[config.mk]
export PLATFORM = sky130hd
export DESIGN_NAME = load_store_unit
export DESIGN_NICKNAME = d
export VERILOG_FILES = /design/src/rtl/load_store_unit.sv
export SDC_FILE = /design/constraint.sdc
export NUM_CORES = 1
export LEC_CHECK = 0
export ABC_AREA = 1
export CAP_MARGIN = 40
export CORE_MARGIN = 10
export CORE_UTILIZATION = 30
export CTS_BUF_LIST = sky130_fd_sc_hd__clkbuf_4 sky130_fd_sc_hd__clkbuf_8 sky130_fd_sc_hd__clkbuf_16
export CTS_CLUSTER_DIAMETER = 150
export DETAILED_ROUTE_END_ITERATION = 10
export HOLD_SLACK_MARGIN = 0.05
export SKIP_CTS_REPAIR_TIMING = 1
export SLEW_MARGIN = 30
export SYNTH_ARGS = -nofsm -noshare
export SYNTH_HDL_FRONTEND = slang
export SYNTH_SLANG_ARGS = --single-unit
[constraint.sdc]
create_clock -name clk -period 2.15 [get_ports clk]
set_input_delay 0.43 -clock clk [delete_from_list [all_inputs] [get_ports clk]]
set_output_delay 0.43 -clock clk [all_outputs]
set_load 0.03 [all_outputs]
[src/rtl/load_store_unit.sv]
// load_store_unit: byte/half/word load-store sequencer with read-modify-write for sub-word stores
// Ports:
//   clk, rst                    clock, synchronous active-high reset
//   req_valid/req_ready         CPU request handshake (ready only in IDLE)
//   req_we, req_funct3          1=store/0=load; size and sign (B,H,W,BU,HU)
//   req_addr, req_wdata         byte address; right-justified store data
//   resp_valid/rdata/error      one-cycle completion pulse, load result, error flag
//   mem_we/addr/wdata, mem_rdata  word-wide memory, combinational read, write on clk edge
module load_store_unit (
    input  logic        clk,
    input  logic        rst,
    input  logic        req_valid,
    output logic        req_ready,
    input  logic        req_we,
    input  logic [2:0]  req_funct3,
    input  logic [31:0] req_addr,
    input  logic [31:0] req_wdata,
    output logic        resp_valid,
    output logic [31:0] resp_rdata,
    output logic        resp_error,
    output logic        mem_we,
    output logic [31:0] mem_addr,
    output logic [31:0] mem_wdata,
    input  logic [31:0] mem_rdata
);
    typedef enum logic [2:0] {IDLE, LOAD, RMW_READ, WRITE, RESP} state_t;
    state_t      r_state, w_next;
    logic        r_we, r_err;
    logic [2:0]  r_f3;
    logic [31:0] r_addr, r_wdata, r_result, r_merge;
    logic        w_accept, w_err;
    logic [4:0]  w_shamt;
    logic [7:0]  w_byte;
    logic [15:0] w_half;
    logic [31:0] w_load, w_mask, w_merged;
    assign req_ready = r_state == IDLE;
    assign w_accept  = req_valid && req_ready;
    // illegal encodings, sub-word stores with unsigned encodings, and misalignment
    assign w_err = (req_funct3 == 3'b011) || (req_funct3[2] && (req_we || req_funct3[1])) ||
                   (req_funct3[1:0] == 2'b01 && req_addr[0]) ||
                   (req_funct3[1:0] == 2'b10 && |req_addr[1:0]);
    assign w_shamt  = {r_addr[1:0], 3'b000};
    assign w_byte   = 8'(mem_rdata >> w_shamt);
    assign w_half   = r_addr[1] ? mem_rdata[31:16] : mem_rdata[15:0];
    // funct3[2] marks the unsigned variants; word loads pass through untouched
    assign w_load   = r_f3[1] ? mem_rdata :
                      r_f3[0] ? {{16{~r_f3[2] & w_half[15]}}, w_half} :
                                {{24{~r_f3[2] & w_byte[7]}}, w_byte};
    // halves are known aligned here, so the byte shift also places the half lane
    assign w_mask   = (r_f3[0] ? 32'h0000_ffff : 32'h0000_00ff) << w_shamt;
    assign w_merged = (mem_rdata & ~w_mask) | ((r_wdata << w_shamt) & w_mask);
    always_comb begin
        w_next = r_state;
        case (r_state)
            IDLE:     if (w_accept) w_next = w_err ? RESP : !req_we ? LOAD : req_funct3[1] ? WRITE : RMW_READ;
            LOAD:     w_next = RESP;
            RMW_READ: w_next = WRITE;
            WRITE:    w_next = RESP;
            default:  w_next = IDLE;
        endcase
    end
    always_ff @(posedge clk) begin
        if (rst) begin
            r_state  <= IDLE;
            r_we     <= 1'b0;
            r_err    <= 1'b0;
            r_f3     <= 3'b000;
            r_addr   <= 32'h0;
            r_wdata  <= 32'h0;
            r_result <= 32'h0;
            r_merge  <= 32'h0;
        end else begin
            r_state <= w_next;
            if (w_accept) begin
                r_we    <= req_we;
                r_f3    <= req_funct3;
                r_addr  <= req_addr;
                r_wdata <= req_wdata;
                r_err   <= w_err;
            end
            if (r_state == LOAD) r_result <= w_load;
            if (r_state == RMW_READ) r_merge <= w_merged;
        end
    end
    assign resp_valid = r_state == RESP;
    assign resp_error = resp_valid && r_err;
    assign resp_rdata = (resp_valid && !r_we && !r_err) ? r_result : 32'h0;
    // a reset arriving during WRITE must cancel the write at that same edge
    assign mem_we     = (r_state == WRITE) && !rst;
    assign mem_addr   = (r_state == IDLE) ? 32'h0 : {r_addr[31:2], 2'b00};
    assign mem_wdata  = (r_state == WRITE) ? (r_f3[1] ? r_wdata : r_merge) : 32'h0;
endmodule

=== Word level (Yosys, flattened, before mapping) ===
Cells that the tools add are included.

* Output and inout port bits: 100
* ROM bits: 0
* Bits in writable memories: 0
* Logic and storage cells: 57
* Memories kept: 0
* Bits of input ports: 103
* Bits in latches: 0
* Bits in registers: 136

* Eq/ne operators: 8
* $mul: 0
* Reduce and logical (&&, ||, !) cells: 18
* Add/subtract/negate cells: 0
* Mux-type cells: 13
* $lt $le $gt $ge: 0
* Div/mod/pow operators: 0
* Bitwise operators: 7
* Shift operators: 3

{| class="wikitable"
|+ Operators by type and width
! operator !! count
|-
| $mux 32 || 6
|-
| $and 32x32->32 || 2
|-
| $mux 16 || 2
|-
| $not 32->32 || 1
|-
| $or 32x32->32 || 1
|-
| $shl 16x5->32 || 1
|-
| $shl 32x5->32 || 1
|-
| $shr 32x5->8 || 1
|-
| $eq 3x2->1 const B || 3
|-
| $pmux 3 s3 || 1
|-
| $logic_and 1x1->1 || 8
|-
| $mux 3 || 2
|-
| $logic_or 1x1->1 || 4
|-
| $reduce_or 2->1 || 2
|-
| $eq 3x1->1 const B || 1
|-
| $eq 3x3->1 const B || 1
|-
| $logic_not 1->1 || 3
|-
| $logic_not 3->1 || 1
|-
| $and 1x1->1 || 2
|-
| $eq 2x1->1 const B || 1
|-
| $eq 2x2->1 const B || 1
|-
| $mux 2 || 1
|-
| $ne 2x1->1 const B || 1
|-
| $mux 1 || 1
|-
| $not 1->1 || 1
|}

=== Longest topological paths before layout ===
Gate-level depths: netlist of run 1.

* Word-level depth: 8
* Depth in mapped cells: 11
* Gate-level depth less buffers: 9

=== Worst setup path after synthesis of run 1 ===
Ideal clock, no wire load.

* Path type: register to output
* Start point: register r_state[0]
* End point: output port resp_rdata[10]
* Path buffers: 1
* Arrival: 1537 ps
* Cell stages (with the launch flop): 7
* Slack: 183 ps
* Required time: 1720 ps
* Path through: dfxtp_1 -> nor2_1 -> nand2_1 -> inv_1 -> nand3_1 -> clkbuf_1 -> nor2_1

* Cells in the longest elaborated chain, start to end: 4

{| class="wikitable"
|+ Ends and longest elaborated chain
! element !! line !! RTL
|-
| start: declaration || 27 || <nowiki>state_t r_state, w_next;</nowiki>
|-
| start signal: assignment || 73 || <nowiki>r_state <= w_next;</nowiki>
|-
| $eq 3x3->1 || 85 || <nowiki>assign resp_valid = r_state == RESP;</nowiki>
|-
| named net resp_valid || 18 || <nowiki>output logic resp_valid,</nowiki>
|-
| $logic_and 1x1->1 (2 in a row) || 87 || <nowiki>assign resp_rdata = (resp_valid && !r_we && !r_err) ? r_result : 32'h0;</nowiki>
|-
| $mux 32 || 87 ||
|-
| end: declaration || 19 || <nowiki>output logic [31:0] resp_rdata,</nowiki>
|}

The timed path passes the listed nets, and every way through them passes these cells.

=== Worst setup path after layout of run 1 ===
* Start point: register r_state[2]
* End point: output port mem_wdata[15]

* Cells in the longest elaborated chain, start to end: 2

{| class="wikitable"
|+ Ends and longest elaborated chain
! element !! line !! RTL
|-
| $eq 3x2->1 || 91 || <nowiki>assign mem_wdata = (r_state == WRITE) ? (r_f3[1] ? r_wdata : r_merge) : 32'h0;</nowiki>
|-
| $mux 32 || 91 ||
|-
| end: declaration || 23 || <nowiki>output logic [31:0] mem_wdata,</nowiki>
|}

Every way passes these cells.

==> results of run 1 <==
[worst paths after layout]
kind         cells after the start                       end                    start  slack [ns]
max                              7             mem_wdata[15]  r_state[2]$_SDFFE_PP0P_       -0.03
min                              2    r_addr[3]$_SDFFE_PP0P_   r_addr[3]$_SDFFE_PP0P_        0.45
max reg2reg                      6  r_result[0]$_SDFFE_PP0N_   r_addr[1]$_SDFFE_PP0P_        0.40
min reg2reg                      2    r_addr[3]$_SDFFE_PP0P_   r_addr[3]$_SDFFE_PP0P_        0.45
[logic make-up (layout without fill, tap and decap cells)]
| logic type | after synthesis | in the layout | synth area share |
|---|---|---|---|
| buffers and inverters | 262 | 451 | 0.1489 |
| AO/OA/AOI/OAI | 349 | 349 | 0.2643 |
| flip-flops | 136 | 136 | 0.3842 |
| other | 1 | 2 | 0.0005292 |
| AND/OR/NAND/NOR | 350 | 350 | 0.2020 |
[metal layers]
metal / vias up / GRT usage / share of wire
li1: 3842 / - / -
met1: 3437 / 0.1985 / 0.43
met2: 297 / 0.2495 / 0.45
met3: 37 / 0.06469 / 0.091
met4: 0 / 0.05878 / 0.025
met5: - / 0 / 0
[through the flow]
step           total power, mW  TNS [ns]  setup slack (ns)
2_1_floorplan            3.970         0            0.1833
3_3_place_gp             4.625         0            0.1561
3_5_place_dp             4.640         0            0.1008
4_1_cts                  7.686    -11.04           -0.3785
5_1_grt                  8.085    -2.787          -0.09619
6_report                 7.747  -0.08905          -0.02616
[power groups by stage]
stage | clock network (mW) | logic, mW | registers [mW]
finish | 3.04 | 1.84 | 2.87
global route | 3.18 | 2.02 | 2.89
CTS | 3.09 | 1.73 | 2.86
detailed placement | 0 | 1.72 | 2.92
global placement | 0 | 1.71 | 2.91
floorplan | 0 | 1.10 | 2.87
[cells in the mapped netlist]
| library cell | number | area (um2) |
|---|---|---|
| nor2_4 | 1 | 11.26 |
| nand2_2 | 3 | 18.77 |
| o21ai_2 | 1 | 8.760 |
| a21oi_4 | 1 | 16.27 |
| clkbuf_1 | 41 | 153.9 |
| a21oi_1 | 137 | 685.7 |
| a21oi_2 | 11 | 96.34 |
| o21ai_0 | 158 | 790.8 |
| conb_1 | 1 | 3.750 |
| or2_2 | 2 | 12.51 |
| nor2_2 | 2 | 12.51 |
| inv_1 | 176 | 660.6 |
| nand3_2 | 1 | 10.01 |
| nand2_4 | 2 | 22.52 |
| nand2_1 | 207 | 777.0 |
| nand3_1 | 44 | 220.2 |
| inv_8 | 1 | 11.26 |
| o21bai_1 | 3 | 22.52 |
| nand3_4 | 1 | 17.52 |
| buf_6 | 2 | 22.52 |
| o21ai_1 | 13 | 65.06 |
| inv_2 | 9 | 33.78 |
| buf_1 | 4 | 15.01 |
| dfxtp_1 | 136 | 2723 |
| nor2_1 | 85 | 319.1 |
| buf_2 | 24 | 120.1 |
| a211oi_1 | 1 | 7.510 |
| buf_4 | 5 | 37.54 |
| o211ai_1 | 24 | 180.2 |
| nor3_1 | 2 | 10.01 |
[flip-flops by register name (all words and copies together), names as in the netlist]
| name | count |
|---|---|
| r_we | 1 |
| r_err | 1 |
| r_f3 | 3 |
| r_result | 32 |
| r_state | 3 |
| r_addr | 32 |
| r_wdata | 32 |
| r_merge | 32 |
[worst max-delay path: cells and delay by family (launching register included)]
family / cells / cell delay (ns)
buffers and inverters: 4 / 0.52
and+or+nand+nor: 3 / 0.42
DFF: 1 / 0.36
[cell type report]
cell class | count | share of cell area
Multi-Input combinational cell | 701 | 0.3345
Sequential cell | 136 | 0.2533
Timing Repair Buffer | 233 | 0.2527
Inverter | 186 | 0.06639
Clock buffer | 18 | 0.04009
Tap cell | 319 | 0.03696
Clock inverter | 14 | 0.01610
==> metrics.md, run 1 <==
| Metric | Value |
|---|---|
| FF/Latch Area | 0.002735 mm2 |
| Logic pwr share | 0.237 |
| Routed wire per std cell | 16.40 um |
| Crit start category | register |
| Pwr Density | 717.4 mW/mm2 |
| Core Rows | 56 |
| Pleak | 4.644 nW |
| Net count, final | 1378 |
| Grt ovf | 0 |
| Port bufs | 200 |
| Internal power | 5.254 mW |
| Final RePlAce weighted congestion | 0.8944 |
| WP data required | 1.72 ns |
| Fill cell count | 2366 |
| Root buffer cell | clkbuf_16 |
| Max Cap Viol | 0 |
| Global-route wire length before repair | 39.13 mm |
| Initial Util | 0.3037 |
| Most frequent cells in the layout | nand2_1 (189), o21ai_0 (155), inv_1 (149) |
| Register area share after synthesis | 0.3842 |
| Final instance area | 0.01080 mm2 |
| Clock-pin slew on the worst setup and hold paths | 0.06 ns |
| Maximum vdd drop | 0.4996 mV |
| RSZ-0062 raised after global routing | true |
| Initial antenna violation count | 0 |
| Vias per inst | 4.737 |
| Crit Path Max Fanout | 8 |
| Achievable clock frequency | 459.5 MHz |
| Switching Share | 0.3218 |
| Crit-path max cell delay | 0.36 ns |
| Worst-Margin Slew | 0.5304 ns |
| ANT nets after route | 0 |
| Mapped Cells | 1098 |
| Global-route usage over all layers | 0.1615 |
| Die height | 173.7 um |
| Failing checks | negative setup slack |
| Core area | 0.02333 mm2 |
| Syn avg cell area | 6.453 um2 |
| DRC Markers | 0 |
| Pre-antenna DRT Iters | 5 |
| Worst path slowest cell | dfxtp_4 |
| Outcome | finished, violations left |
| Final setup violating endpoints | 8 |
| Rel. slew slack | 0.6459 |
| WHS | 0.4486 ns |
| Pin count of the biggest net entering global routing | 73 |
| Most common cell after layout, fill and taps aside | nand2_1 |
| CTS tree | built |
| # H-tree levels | 4 |
| Synth warn | 0 |
| Clock Path Buffers | 2 |
| Share of layout cells above drive strength 1 | 0.2166 |
| CTS Sinks | 136 |
| Die ar. | 0.03017 mm2 |
| Hold Path Class | register to register |
| CP endpoint kind | primary output |
| Mapped cell area | 0.007086 mm2 |
| Pins Over Slew Limit | 0 |
| Cell total after placement | 1568 |
| Number of I/O pins | 203 |
| CTS buffer count | 17 |
| Area Overhead vs Synth | 52.41% |
| Final core occ | 0.4628 |
| Skew final | 0.01380 ns |
| Fin cells | 1607 |
| Flops & latches, synth | 136 |
| DP Area | 0.009753 mm2 |
| Final Hold Vio Count | 0 |
| Tcrit/Tclk final | 1.012 |
| Drt initial violations | 617 |
| DP HPWL | 19.16 mm |
| Worst path cell trace | inv_4, nand2_4, nor2_4, clkbuf_16, nand2_1, inv_2, buf_12 |
| Crit Path Class | register to primary output |
| NetSw | 2.493 mW |
| Crit path time final | 2.176 ns |
| DRT Wirelength | 26.35 mm |
| Sequential share of power | 0.371 |
| Chip Width | 173.7 um |
| Final setup margin | -0.02616 ns |
| Routed via count | 7613 |
| Post-synth cell types | 30 |
| Power share of the clock group | 0.392 |
| Multi-input logic area | 0.003612 mm2 |
| Diodes inserted | 0 |
| Vias in the first global route | 7176 |
| Clock latency on the worst-skew pair | 0.43 ns |
| CP Data Arrival Time | 1.75 ns |
Note: power is estimated with default switching activity, not from simulation.
==> inputs of run 2 (changes only) <==
--- a/config.mk
+++ b/config.mk
@@ -9,7 +9,7 @@
 export CAP_MARGIN = 40
 export CORE_MARGIN = 10
 export CORE_UTILIZATION = 30
-export CTS_BUF_LIST = sky130_fd_sc_hd__clkbuf_4 sky130_fd_sc_hd__clkbuf_8 sky130_fd_sc_hd__clkbuf_16
+export CTS_BUF_LIST = sky130_fd_sc_hd__clkbuf_2 sky130_fd_sc_hd__clkbuf_4 sky130_fd_sc_hd__clkbuf_8
 export CTS_CLUSTER_DIAMETER = 150
 export DETAILED_ROUTE_END_ITERATION = 10
 export HOLD_SLACK_MARGIN = 0.05
==> run 2 against run 1 <==
Effect of this change: the run still ends with negative setup slack left; clock skew is 0.0027 ns higher; cell count barely moved; die area stayed put; critical path type unchanged; wire length decreased by 0.44%; register-to-register slack about the same; setup slack lost 0.0019 ns; first-iteration DRC count decreased by 1.5%; clock-buffer cell count stayed put; flip-flop and latch count stayed put; fmax barely moved; power shrank 10%; largest cell class unchanged.
==> metrics.md, run 2 (synthesis results as in run 1) <==
| Metric | Value |
|---|---|
| Outcome | finished, violations left |
| Failing checks | negative setup slack |
| CTS tree | built |
| Number of I/O pins | 203 (unchanged) |
| Area Overhead vs Synth | 51.16% |
| WP data required | 1.72 ns (about the same) |
| Pre-CTS setup slack | 0.1008 ns (unchanged) |
| CTS buffer count | 17 (unchanged) |
| Most frequent cells in the layout | nand2_1 (189), inv_1 (146), o21ai_0 (145) |
| Clock-pin slew on the worst setup and hold paths | 0.09 ns (+0.03 ns) |
| Die ar. | 0.03017 mm2 (unchanged) |
| Port bufs | 200 (unchanged) |
| Global-route wire length before repair | 38.94 mm (-0.48%) |
| Reg-to-Reg Start | r_addr[0]$_SDFFE_PP0P_ |
| Diodes inserted | 0 (unchanged) |
| Hold Path Class | register to register |
| R2r worst-path depth | 7 (+1) |
| Initial antenna violation count | 0 (unchanged) |
| Fill cell count | 2386 (+0.85%) |
| Die height | 173.7 um (unchanged) |
| CP startpoint | r_state[1]$_SDFFE_PP0P_ |
| R2R setup slack | 0.39 ns (about the same) |
| Fin cells | 1606 (-0.062%) |
| Crit Path Max Fanout | 8 (unchanged) |
| Pwr Density | 651.3 mW/mm2 (-9.2%) |
| Clock latency on the worst-skew pair | 0.45 ns (+0.02 ns) |
| Grt ovf | 0 (unchanged) |
| Final setup violating endpoints | 9 (+1) |
| DRT Wirelength | 26.23 mm (-0.44%) |
| Global-route usage over all layers | 0.1606 (-0.0009207) |
| Most common cell after layout, fill and taps aside | nand2_1 |
| CP endpoint kind | primary output |
| Pins Over Slew Limit | 0 (unchanged) |
| Maximum vdd drop | 0.3980 mV (-20%) |
| Hold Path Origin | r_addr[3]$_SDFFE_PP0P_ |
| Root buffer cell | clkbuf_8 |
| Clock Path Buffers | 2 (unchanged) |
| CTS Sinks | 136 (unchanged) |
| Worst-Margin Slew | 0.5232 ns (-0.007254 ns) |
| Multi-input logic area | 0.003667 mm2 (+1.5%) |
| Chip Width | 173.7 um (unchanged) |
| Final setup margin | -0.02804 ns (-0.001883 ns) |
| Power share of the clock group | 0.324 (-0.068) |
| Total power | 6.975 mW (-10%) |
| Core area | 0.02333 mm2 (unchanged) |
| Tcrit/Tclk final | 1.013 (about the same) |
| Crit Path Class | register to primary output |
| Core Rows | 56 (unchanged) |
| Max Cap Viol | 0 (unchanged) |
| Pre-antenna DRT Iters | 5 (unchanged) |
| NetSw | 2.397 mW (-3.9%) |
| Crit start category | register |
| Setup_tns | -0.1091 ns (-0.02004 ns) |
| Share of layout cells above drive strength 1 | 0.2183 (+0.001722) |
| Crit path time final | 2.178 ns (+0.001883 ns) |
| Net count, final | 1377 (-0.073%) |
| R2r endpoint | r_result[3]$_SDFFE_PP0N_ |
| ANT nets after route | 0 (unchanged) |
| Routed via count | 7556 (-0.75%) |
| DP HPWL | 19.16 mm (unchanged) |
| Final RePlAce weighted congestion | 0.8944 (unchanged) |
| Switching Share | 0.3437 (+0.02183) |
| Routed wire per std cell | 16.33 um (-0.38%) |
| Vias per inst | 4.705 (-0.69%) |
| Cell total after placement | 1568 (unchanged) |
| # H-tree levels | 4 (unchanged) |
| Vias in the first global route | 7133 (-0.60%) |
| Pin count of the biggest net entering global routing | 73 (unchanged) |
| Achievable clock frequency | 459.1 MHz (about the same) |
| Initial Util | 0.3037 (unchanged) |
| Rel. slew slack | 0.6507 (+0.004844) |
| Final Hold Vio Count | 0 (unchanged) |
| Skew final | 0.01646 ns (+0.002659 ns) |
| Pleak | 4.712 nW (+1.5%) |
| Sequential share of power | 0.411 (+0.040) |
| WHS | 0.4514 ns (+0.002831 ns) |
| Internal power | 4.578 mW (-13%) |
| Logic pwr share | 0.265 (+0.028) |
| CP Data Arrival Time | 1.75 ns (about the same) |
| Setup crit end | resp_rdata[4] |
| DRC Markers | 0 (unchanged) |
| RSZ-0062 raised after global routing | true |
| Drt initial violations | 608 (-1.5%) |
| FF/Latch Area | 0.002735 mm2 (unchanged) |
run 2: cell types whose count changed in the layout (fill, tap and decap cells not counted), moves of 9 or more:
cell       previous run  this run
inv_4                 2        11
clkbuf_8              0        17
nand2_4               6        17
clkbuf_16            22         5
o21ai_1              16        26
nand2_2              17         6
o21ai_0             155       145
run 2: power groups by stage:
stage	combinational, mW	clock [mW]	sequential (mW)
after floorplan	1.10	0	2.87
after global placement	1.71	0	2.91
after detailed placement	1.72	0	2.92
after CTS	1.73	2.31	2.86
after global routing	2.03	2.40	2.89
final	1.85	2.26	2.87
run 2: layout make-up:
type | instances | share of cell area
Sequential cell | 136 | 0.2554
Clock inverter | 14 | 0.01624
Timing Repair Buffer | 232 | 0.2571
Clock buffer | 18 | 0.02255
Inverter | 186 | 0.06904
Multi-Input combinational cell | 701 | 0.3424
Tap cell | 319 | 0.03727
run 2: metal layers:
metal / vias to the layer above / routed length, um / global-route usage
met2: 301 / 11860 / 0.2488
met3: 39 / 2429 / 0.06338
li1: 3830 / - / -
met4: 0 / 671 / 0.05273
met5: - / 0 / 0
met1: 3386 / 11270 / 0.1994
run 2: critical path, cell delays in order (launching register included):
cell and delay [ns]:
dfxtp_4 0.37, nor2_4 0.10, nand2_2 0.06, inv_2 0.07, nand3_4 0.18, clkbuf_16 0.24
nor2_2 0.13, buf_12 0.13
run 2: worst min path at each step:
stage,slack (ns),depth (start not counted),to
6_report,0.45,2,r_addr[3]$_SDFFE_PP0P_
5_1_grt,0.47,2,r_addr[5]$_SDFFE_PP0P_
4_1_cts,0.46,2,r_addr[3]$_SDFFE_PP0P_
3_5_place_dp,0.44,2,r_addr[3]$_SDFFE_PP0P_
3_3_place_gp,0.44,2,r_addr[15]$_SDFFE_PP0P_
2_1_floorplan,0.42,2,r_wdata[24]$_SDFFE_PP0P_
run 2: per-stage QoR:
step | area (um2) | util
5_1_grt | 10710 | 0.4590
2_1_floorplan | 7089 | -
3_3_place_gp | 9753 | 0.4180
6_report | 10710 | 0.4590
4_1_cts | 10170 | 0.4358
3_5_place_dp | 9753 | 0.4180
==> variant, RTL diff (settings of run 2) <==
Register the output `resp_error`, cleared by the reset; this adds one clock of latency there. The other outputs are not delayed to match.
--- a/src/rtl/load_store_unit.sv
+++ b/src/rtl/load_store_unit.sv
@@ -85,3 +85,9 @@
     assign resp_valid = r_state == RESP;
-    assign resp_error = resp_valid && r_err;
+    always_ff @(posedge clk) begin
+        if (rst) begin
+            resp_error <= '0;
+        end else begin
+            resp_error <= resp_valid && r_err;
+        end
+    end
     assign resp_rdata = (resp_valid && !r_we && !r_err) ? r_result : 32'h0;
Behaviour: not the same (a bounded check fails within 4 cycles, from zero or initial values and one cycle with rst high).
==> variant against run 2 <==
The run still ends with negative setup slack left; design area decreased by 0.37%; wire length increased by 4.0%; highest routed layer is now met5; power increased by 1.0%; setup slack improved by 0.0020 ns; via count increased by 1.5%; area after synthesis increased by 1.9%; largest cell class unchanged; sequential cell count increased by 1.
==> variant: results (changes against run 2) <==
metric,value,unit,change
final setup vio count,14,,was 9
Worst Skew,0.0108,ns,was 0.0165 ns
"top cells by count, synth","nand2_1, inv_1, o21ai_0",,unchanged
H-tree Lvls,4,,unchanged
worst setup margin,-0.0260,ns,was -0.0280 ns
IO Port Bufs,200,,unchanged
clock transition at the registers of the reported paths,0.07,ns,was 0.09 ns
worst hold path type,reg -> reg,,unchanged
routed vias,7672,,was 7556
gp weighted congestion,0.875,,was 0.894
first-pass GRT wire length,41200,um,was 38900 um
mean routed wirelength per cell,16.8,um,was 16.3 um
Synth top area share,38.0,%,was 38.4%
layout cells sized above 1,21.9,%,was 21.8%
initial DRC count,505,,was 608
Finished Layout Cells,1619,,was 1606
Longest Clk Path Bufs,2,,unchanged
GRT Total Usage,16.7,%,was 16.1%
Skew-Pair Late Insertion Delay,0.46,ns,
Final Hold Viols,0,,unchanged
DP HPWL,19400,um,was 19200 um
outcome,"finished, violations left",,unchanged
pin slew with the least headroom to its limit,0.508,ns,was 0.523 ns
largest net degree at the start of global routing,62,,was 73
asr flop ratio synth,0,%,unchanged
CTS Buf Count,17,,unchanged
Arrival @ worst endpoint,1.75,ns,about the same
"Seq/Total Area, Yosys",38.0,%,was 38.4%
"top cells by area, synth","dfxtp_1, o21ai_0, nand2_1, a21oi_1, inv_1",,unchanged
hold path startpoint,r_wdata[26],,was r_addr[3]
initial antenna violation count,1,,was 0
Synthesis Warnings,0,,unchanged
Pre-antenna DRT Iters,5,,unchanged
LEAKAGE,0.00471,uW,about the same
worst r2r src,r_f3[0],,was r_addr[0]
Worst Setup SP,r_state[2],,was r_state[1]
Synth Area per Inst,6.52,sq um,was 6.45 sq um
failing checks,negative setup slack,,unchanged
worst vdd ir,0.000342,V,was 0.000398 V
"Top FF cell, synth",dfxtp_1,,unchanged
nets,1389,,was 1377
vias in the first global route,7526,,was 7133
-- variant: cell count changes after synthesis, sizes merged --
cell | run 2 | this run
o211ai | 24 | 25
inv | 186 | 185
a21oi | 149 | 150
clkbuf | 41 | 43
nand2 | 212 | 217
dfxtp | 136 | 137
a211oi | 1 | 0
nor2 | 88 | 91
nor3 | 2 | 3
o21ai | 172 | 169
-- variant: where the power goes --
part / switching, uW / leakage, uW / internal (uW)
logic: 1210 / 0.00338 / 663
clock network: 1070 / 0.000204 / 1210
registers: 127 / 0.00113 / 2760
total: 2410 / 0.00471 / 4640
-- variant: through the flow --
stage	setup TNS, ns	setup slack (ns)	area (sq um)	power [uW]
detailed placement	0	0.132	9640	4680
floorplan	0	0.00441	7230	4040
CTS	-11.91	-0.378	10100	6940
finish	-0.179	-0.0260	10700	7050
global route	-5.46	-0.124	10700	7430
global placement	0	0.103	9640	4660
-- variant: final timing paths --
path	endpoint	slack, ns	cells past startpoint
setup / recovery	mem_wdata[29]	-0.03	7
hold / removal	r_wdata[26]	0.45	2
hold reg to reg	r_wdata[26]	0.45	2
setup reg to reg	r_merge[8]	0.27	7
-- variant: layout make-up --
cell class | count | area, sq um
antenna | 1 | 2.50
clock inverter | 12 | 149
fill | 2514 | 12900
tap | 319 | 399
sequential | 137 | 2750
clock buffer | 20 | 269
inverter | 185 | 718
timing repair buffer | 237 | 2580
multi-input combinational | 708 | 3800
-- variant: routing by layer --
layer / track usage (%) / vias up / wire length, um
met5: 0 / - / 12
met4: 3.99 / 2 / 411
met3: 6.64 / 37 / 2470
met1: 20.4 / 3490 / 11800
met2: 27.1 / 274 / 12600
li1: - / 3869 / -
-- variant: critical path, cell delays in order, from the launching register on --
cell	delay [ns]
dfxtp_4	0.37
inv_6	0.07
nand2_4	0.06
nor2_4	0.28
clkbuf_16	0.26
nand2_2	0.07
inv_2	0.06
buf_6	0.13
-- variant: cell families (layout without fill, tap and decap cells) --
logic type,count (synthesis),in the layout,share of synthesized area [%]
AO/OA/AOI/OAI,347,347,26.7
buffers and inverters,263,454,14.9
flip-flops,137,137,38.0
other,1,3,0.0520
AND/OR/NAND/NOR,359,359,20.3
